--- src/rtl/control_mascara.sv ---
// ============================================================================
// Module      : control_mascara
// Description : Coefficient-memory address generator for a convolution mask
//               engine. A two-entry register bank (DIM, BASE) sets up a
//               free-running sweep over base .. base+N*N-1.
//               Optional: CONTROL_MASCARA_FIN_EN adds the fin_mascara output.
// Revision    : 1.0 - initial release
// ============================================================================
`default_nettype none

module control_mascara #(
    parameter int REG_ADDR_W = 11,
    parameter int REG_DATA_W = 21,
    parameter int MEM_ADDR_W = 10,
    parameter int DIM_W      = 5
) (
    input  logic                  clk,
    input  logic                  reset,
    input  logic [REG_ADDR_W-1:0] direccion_registros,
    input  logic [REG_DATA_W-1:0] datos_registros,
    input  logic                  habilitacion_registros,
    output logic [MEM_ADDR_W-1:0] direccion_mem
`ifdef CONTROL_MASCARA_FIN_EN
    ,
    output logic                  fin_mascara
`endif
);

    localparam int IDX_W = 2 * DIM_W;

    localparam logic [REG_ADDR_W-1:0] c_ADDR_DIM  = REG_ADDR_W'(0);
    localparam logic [REG_ADDR_W-1:0] c_ADDR_BASE = REG_ADDR_W'(1);
    localparam logic [IDX_W-1:0]      c_IDX_ZERO  = '0;
    localparam logic [IDX_W-1:0]      c_IDX_ONE   = IDX_W'(1);

    logic [DIM_W-1:0]      r_dim;
    logic [MEM_ADDR_W-1:0] r_base;
    logic [IDX_W-1:0]      r_index;
    logic [MEM_ADDR_W-1:0] r_dir;

    logic                  w_wr_dim;
    logic                  w_wr_base;
    logic [IDX_W-1:0]      w_dim_sq;
    logic [IDX_W-1:0]      w_last;
    logic [IDX_W-1:0]      w_index_inc;
    logic [DIM_W-1:0]      w_dim_next;
    logic [MEM_ADDR_W-1:0] w_base_next;
    logic [IDX_W-1:0]      w_index_next;
    logic [MEM_ADDR_W-1:0] w_dir_next;
    logic                  w_unused_data;

    // Only the low DIM_W / MEM_ADDR_W data bits are architecturally meaningful.
    assign w_unused_data = ^datos_registros;

    assign w_wr_dim    = habilitacion_registros && (direccion_registros == c_ADDR_DIM);
    assign w_wr_base   = habilitacion_registros && (direccion_registros == c_ADDR_BASE);
    assign w_dim_sq    = {{DIM_W{1'b0}}, r_dim} * {{DIM_W{1'b0}}, r_dim};
    assign w_last      = w_dim_sq - c_IDX_ONE;
    assign w_index_inc = r_index + c_IDX_ONE;

    always_comb begin
        w_dim_next   = r_dim;
        w_base_next  = r_base;
        w_index_next = r_index;
        w_dir_next   = r_dir;

        if (w_wr_dim) begin
            w_dim_next = datos_registros[DIM_W-1:0];
        end
        if (w_wr_base) begin
            w_base_next = datos_registros[MEM_ADDR_W-1:0];
        end

        // Any register write restarts the sweep from the (possibly new) base.
        if (w_wr_dim || w_wr_base) begin
            w_index_next = c_IDX_ZERO;
            w_dir_next   = w_base_next;
        end else if (r_dim != '0) begin
            if (r_index == w_last) begin
                w_index_next = c_IDX_ZERO;
                w_dir_next   = r_base;
            end else begin
                w_index_next = w_index_inc;
                w_dir_next   = r_base + MEM_ADDR_W'(w_index_inc);
            end
        end else begin
            w_index_next = c_IDX_ZERO;
            w_dir_next   = r_base;
        end
    end

    always_ff @(posedge clk) begin
        if (reset) begin
            r_dim   <= '0;
            r_base  <= '0;
            r_index <= '0;
            r_dir   <= '0;
        end else begin
            r_dim   <= w_dim_next;
            r_base  <= w_base_next;
            r_index <= w_index_next;
            r_dir   <= w_dir_next;
        end
    end

    assign direccion_mem = r_dir;

`ifdef CONTROL_MASCARA_FIN_EN
    logic [IDX_W-1:0] w_dim_sq_next;
    logic             w_fin_next;
    logic             r_fin;

    // Flag is aligned with the address register: it marks the address being
    // loaded on this edge as the last coefficient of the sweep.
    assign w_dim_sq_next = {{DIM_W{1'b0}}, w_dim_next} * {{DIM_W{1'b0}}, w_dim_next};
    assign w_fin_next    = (w_dim_next != '0) &&
                           (w_index_next == (w_dim_sq_next - c_IDX_ONE));

    always_ff @(posedge clk) begin
        if (reset) begin
            r_fin <= 1'b0;
        end else begin
            r_fin <= w_fin_next;
        end
    end

    assign fin_mascara = r_fin;
`endif

endmodule

`default_nettype wire

--- config.mk ---
export PLATFORM = sky130hd
export DESIGN_NAME = control_mascara
export DESIGN_NICKNAME = d
export VERILOG_FILES = /design/src/rtl/control_mascara.sv
export SDC_FILE = /design/constraint.sdc
export NUM_CORES = 1
export LEC_CHECK = 0
export ABC_AREA = 0
export CAP_MARGIN = 30
export CORE_UTILIZATION = 26
export CTS_BUF_LIST = sky130_fd_sc_hd__clkbuf_4 sky130_fd_sc_hd__clkbuf_8
export DETAILED_ROUTE_END_ITERATION = 10
export GPL_ROUTABILITY_DRIVEN = 0
export SLEW_MARGIN = 5
export SYNTH_ARGS = -nofsm -noshare
export SYNTH_HDL_FRONTEND = slang
export SYNTH_SLANG_ARGS = --single-unit
export TNS_END_PERCENT = 20
--- constraint.sdc ---
create_clock -name clk -period 3.7 [get_ports clk]
set_clock_uncertainty 0.15 [all_clocks]
set_input_delay 1.11 -clock clk [delete_from_list [all_inputs] [get_ports clk]]
set_output_delay 1.11 -clock clk [all_outputs]
set_load 0.01 [all_outputs]
# --- Word level (Yosys, flattened, before mapping) ---
# Cells that the tools add are included.
totals:
  wordCells: 21
  regBits: 35
classes:
  mul: 1
  n_addsub: 3
  muxes: 4
  n_eq_ne: 2
  n_reduce_logical: 6
  bitwise: 1
ops:
  columns: ["op", "n"]
  rows:
  - ["10-bit 2-to-1 mux", 4]
  - ["11-bit by 1-bit equality test with 1-bit output, second input constant", 1]
  - ["11-bit zero test", 1]
  - ["10-bit by 1-bit adder with 10-bit output, second input constant", 1]
  - ["10-bit adder", 1]
  - ["10-bit equality test", 1]
  - ["5-bit by 5-bit multiplier with 10-bit output", 1]
  - ["10-bit by 1-bit subtractor with 10-bit output, second input constant", 1]
  - ["5-bit nonzero test", 1]
  - ["4-bit OR reduction", 1]
  - ["1-bit logical AND", 2]
  - ["1-bit logical OR", 1]
  - ["1-bit inverter", 1]

# --- Longest topological paths before layout ---
depth:
  word_depth: 6
  ltp_mapped: 17
  depth_no_buf: 15

# --- Worst setup path after synthesis ---
# Ideal clock, no wire load.
synth_timing:
  path_type: "register to register"
  from: "register r_dim[1]"
  to: "register r_dir[2] (netlist: direccion_mem[2])"
  path_stages_with_launch: 18
  setup_slack_ps: -331
  t_arrival_ps: 3766
  t_required_ps: 3435
  cell_sequence: "dfxtp_1 > buf_2 > nand2_1 > ha_1 > inv_1 > ha_1 > a21oi_1 > fa_1 > inv_1 > ha_1 > and2_4 > a221o_1 > o21ai_1 > nand2b_1 > a2111o_1 > buf_6 > mux2i_1 > a2111oi_0"
synth_via:
  elab_chain_len: 6
  elab_cells_between_ends: 7
synth_lines:
  columns: ["element", "line", "text"]
  rows:
  - ["from (decl)", "36", "logic [DIM_W-1:0] r_dim;"]
  - ["from (signal assigned)", "99", "r_dim <= w_dim_next;"]
  - ["5-bit by 5-bit multiplier with 10-bit output", "57", "assign w_dim_sq = {{DIM_W{1'b0}}, r_dim} * {{DIM_W{1'b0}}, r_dim};"]
  - ["10-bit by 1-bit subtractor with 10-bit output", "58", "assign w_last = w_dim_sq - c_IDX_ONE;"]
  - ["10-bit equality test", "79", "if (r_index == w_last) begin"]
  - ["10-bit 2-to-1 mux", "79", null]
  - ["10-bit 2-to-1 mux (*)", "78", "end else if (r_dim != '0) begin"]
  - ["10-bit 2-to-1 mux (*)", "75", "if (w_wr_dim || w_wr_base) begin"]
  - ["to (signal assigned)", "102", "r_dir <= w_dir_next;"]
  - ["to (decl)", "39", "logic [MEM_ADDR_W-1:0] r_dir;"]
# Every way passes the cells marked *; elsewhere a longest branch is shown, timed or not.
# A chain may end at the register's enable or synchronous reset.

# --- Worst setup path in the final report ---
layout_timing:
  from: "register r_dim[2]"
  to: "register r_dir[2] (netlist: direccion_mem[2])"
# Same word-level chain as after synthesis.

==> impl_summary.log <==
[metrics] LEAKAGE: 1.59 nW
[metrics] remaining routing DRC violations: 0
[metrics] most common flop cell mapped by yosys: sky130_fd_sc_hd__dfxtp_1
[metrics] total congestion overflow: 0
[metrics] number of placed I/O pins: 45
[metrics] total nets after synthesis: 390
[metrics] XOR/XNOR Fraction of Synth Area: 0.105
[metrics] Layout Cell Area excl Fill: 3750 um^2
[metrics] measured slew at the worst slew-check pin: 0.737 ns
[metrics] count of state elements after synthesis: 35
[metrics] clock-pin slew on the worst setup and hold paths: 0.07 ns
[metrics] critical path required time: 3.73 ns
[metrics] TritonCTS buffer count: 5
[metrics] nets: 449
[metrics] total half-perimeter wirelength after legalization and detailed placement: roughly 5400 um
[metrics] drt pass-1 iters: 4
[metrics] power after layout: 0.000746 W
[metrics] Initial Utilization: 0.266
[metrics] Final Cycle Share: 1.06
[metrics] class of the tightest hold or removal check: flop to flop
[metrics] Worst IR Drop VDD: 0.155 mV
[metrics] critical-path maximum fanout: 4
[metrics] maximum operating frequency: 255 MHz
[metrics] synth unique cells: between 50 and 60
[metrics] overall routed net length: 7050 um
[metrics] Ant. Diodes: 0
[metrics] violations in the final reports: negative setup slack
[metrics] Die Y-Extent: 105 um
[metrics] global-route wire length before repair: around 12000 um
[metrics] slack of the critical path: -0.226 ns
[metrics] largest family of logic cells by synthesized area: simple AND/OR/NAND/NOR gates
[metrics] Synth Instances: 326
[metrics] count of flip-flops with a built-in enable after synthesis: 0
[metrics] die area: 10900 um^2
[metrics] CTS HTree Levels: 2
[metrics] Starting DRT DRC Count: 66
[metrics] routed length per placed instance: 13.5 um
[metrics] Num Clock Sinks: 35
[metrics] total standard cell area after synthesis: 2740 um^2
[metrics] category of the most critical setup path: flop to flop
[metrics] Clk Latency, worst-skew pair: 0.28 ns
[metrics] max-slew violation total from the final report: 0
[metrics] status: complete, but fails checks
[metrics] Antenna Violating Nets Remaining: 0
[metrics] vias per cell: approximately 4.8
[metrics] total setup violations reported at the end of the flow: 20
[metrics] multiplexer area fraction after synthesis: 0.0549
[metrics] nature of the critical path endpoint: flop
[metrics] Mapped Avg Cell Area: 8.39 um^2
[metrics] area share of and/or/nand/nor cells after synthesis: 0.221
[metrics] number of instances in the placed design: 508
[metrics] number of filler instances in the final layout: 1078
[metrics] number of antenna violations at the first check in global routing: 0
[metrics] pin count of the biggest net entering global routing: 27
[metrics] total global routing track utilization: 0.131
[metrics] data arrival time of the worst path: 3.96 ns
[metrics] number of endpoints with negative hold slack in the final report: 0
[metrics] count of maximum capacitance violations: 0
[metrics] share of flip-flops with an asynchronous set or reset: 0
[metrics] synthesis-to-finish area growth: 37.2%
[metrics] total power density per cell area: 199 nW/um^2
[metrics] area fraction in compound gates after synthesis: 0.160
[metrics] share of synthesized area occupied by flip-flops and latches: 0.256
[metrics] Tmin final: 3.93 ns
[metrics] detailed-route via count: between 2000 and 2500
[metrics] Finished Core Util: 0.365
[metrics] post-route non-filler standard cell count: 522
[metrics] fraction of final layout cells with drive strength greater than 1: 0.241
[metrics] setup repair after global routing missed its margin: true
[metrics] TritonCTS clock tree: done
[metrics] worst hold margin: 0.318 ns
[metrics] share of synthesized cell area in full adder, half adder and majority cells: 0.146
[metrics] cell area reported after detailed placement: 3450 um^2
[metrics] critical path startpoint category: flop
[metrics] placeable core region: 10300 um^2
[metrics] Horiz. Die Dim: 105 um
[metrics] worst-case clock buffer depth: 2
[metrics] Warnings, synthesis: 0
[metrics] via count of the first global-routing pass: around 2500
[metrics] Slew HR: 0.507
[metrics] PortBufs: 33
[metrics] row count: 37
[metrics] root buffer cell: sky130_fd_sc_hd__clkbuf_8
==> final timing paths <==
| path | start | endpoint | slack, ns | cells after the start |
|---|---|---|---|---|
| max | r_dim[2]$_SDFFE_PP0P_ | direccion_mem[2]$_SDFF_PP0_ | -0.23 | 13 |
| max reg2reg | r_dim[2]$_SDFFE_PP0P_ | direccion_mem[2]$_SDFF_PP0_ | -0.23 | 13 |
| min | r_base[9]$_SDFF_PP0_ | r_base[9]$_SDFF_PP0_ | 0.32 | 2 |
| min reg2reg | r_base[9]$_SDFF_PP0_ | r_base[9]$_SDFF_PP0_ | 0.32 | 2 |
==> routing by layer <==
layer,vias up,global-route usage,wire (um)
met3,13,0.0237,251
met2,52,0.221,3360
li1,1265,-,-
met5,-,0,0
met4,0,0.0541,157
met1,1164,0.164,3280
==> power breakdown <==
| part | internal, W | switching (W) |
|---|---|---|
| Sequential | 0.000374 | 0.0000000864 |
| Combinational | 0.0000381 | 0.0000288 |
| Clock | 0.000169 | 0.000136 |
==> cell families after synthesis <==
logic type | count (synthesis)
mux | 15
other cells | 2
flops | 35
fa+ha+maj | 29
buf+inv | 36
simple gates | 118
compound gates | 62
xor+xnor | 29
==> repair_timing <==
item | CTS | global route
endpoints found under the hold margin | 0 | 0
gates cloned | 0 | 1
hold buffers | 0 | 0
setup buffers | 5 | 1
pin swaps | 10 | 12
resized for setup | 15 | 20
setup endpoints to repair | 20 | 20
==> critical path: stages (launching register included) <==
cell,delay [ns]
sky130_fd_sc_hd__dfxtp_4,0.37
sky130_fd_sc_hd__buf_12,0.12
sky130_fd_sc_hd__fa_1,0.55
sky130_fd_sc_hd__a21oi_2,0.06
sky130_fd_sc_hd__fa_1,0.49
sky130_fd_sc_hd__inv_2,0.05
sky130_fd_sc_hd__ha_4,0.22
sky130_fd_sc_hd__and2_4,0.15
sky130_fd_sc_hd__a221o_1,0.36
sky130_fd_sc_hd__nor3_2,0.16
sky130_fd_sc_hd__nor3_2,0.07
sky130_fd_sc_hd__a2111o_1,0.52
sky130_fd_sc_hd__mux2i_1,0.18
sky130_fd_sc_hd__a2111oi_2,0.37
==> cells in the mapped netlist (3+ instances only) <==
master	number	area, um^2
sky130_fd_sc_hd__nand2_1	39	146
sky130_fd_sc_hd__dfxtp_1	35	701
sky130_fd_sc_hd__a21oi_1	29	145
sky130_fd_sc_hd__ha_1	24	300
sky130_fd_sc_hd__nor2_1	22	82.6
sky130_fd_sc_hd__inv_1	19	71.3
sky130_fd_sc_hd__mux2i_1	15	150
sky130_fd_sc_hd__clkbuf_1	13	48.8
sky130_fd_sc_hd__xnor2_1	13	114
sky130_fd_sc_hd__xor2_1	13	114
sky130_fd_sc_hd__and3_1	12	75.1
sky130_fd_sc_hd__nand3_1	11	55.1
sky130_fd_sc_hd__nand4_1	7	43.8
sky130_fd_sc_hd__o21ai_0	6	30.0
sky130_fd_sc_hd__fa_1	5	100
sky130_fd_sc_hd__nor3_1	5	25.0
sky130_fd_sc_hd__o311a_1	5	50.1
sky130_fd_sc_hd__nand2b_1	4	25.0
sky130_fd_sc_hd__nor4_1	3	18.8
==> layout by cell type, fill, tap and decap left out, types with 6 or more instances in the layout <==
cell / count
sky130_fd_sc_hd__clkbuf_8: 7
sky130_fd_sc_hd__buf_4: 28
sky130_fd_sc_hd__ha_1: 20
sky130_fd_sc_hd__dfxtp_1: 30
sky130_fd_sc_hd__nor2_1: 21
sky130_fd_sc_hd__nand3_1: 11
sky130_fd_sc_hd__and3_4: 7
sky130_fd_sc_hd__o21ai_0: 6
sky130_fd_sc_hd__clkdlybuf4s50_1: 33
sky130_fd_sc_hd__mux2i_1: 14
sky130_fd_sc_hd__inv_1: 15
sky130_fd_sc_hd__xnor2_1: 13
sky130_fd_sc_hd__xor2_1: 13
sky130_fd_sc_hd__nand2_1: 36
sky130_fd_sc_hd__a21oi_1: 28
sky130_fd_sc_hd__nand4_1: 7
==> metrics by stage <==
stage	TNS, ns	setup WS (ns)
2_1_floorplan	0	0.00579
3_3_place_gp	-3.90	-0.309
3_5_place_dp	-4.82	-0.317
4_1_cts	-2.12	-0.202
5_1_grt	-5.05	-0.341
6_report	-2.37	-0.226
==> cell type report <==
class	count	area (um^2)	share of cell area
clock buffers	7	96.3	0.0257
clock inverters	1	7.51	0.00200
inverters	20	75.1	0.0200
multi-input cells	256	2070	0.552
flip-flops and latches	35	714	0.190
well taps	136	170	0.0453
repair buffers	67	617	0.164
==> state kept, by name (all words and copies together), names as in the netlist <==
register / flops
direccion_mem: 10
r_dim: 5
r_base: 10
r_index: 10
(Power assumes the default switching activity.)
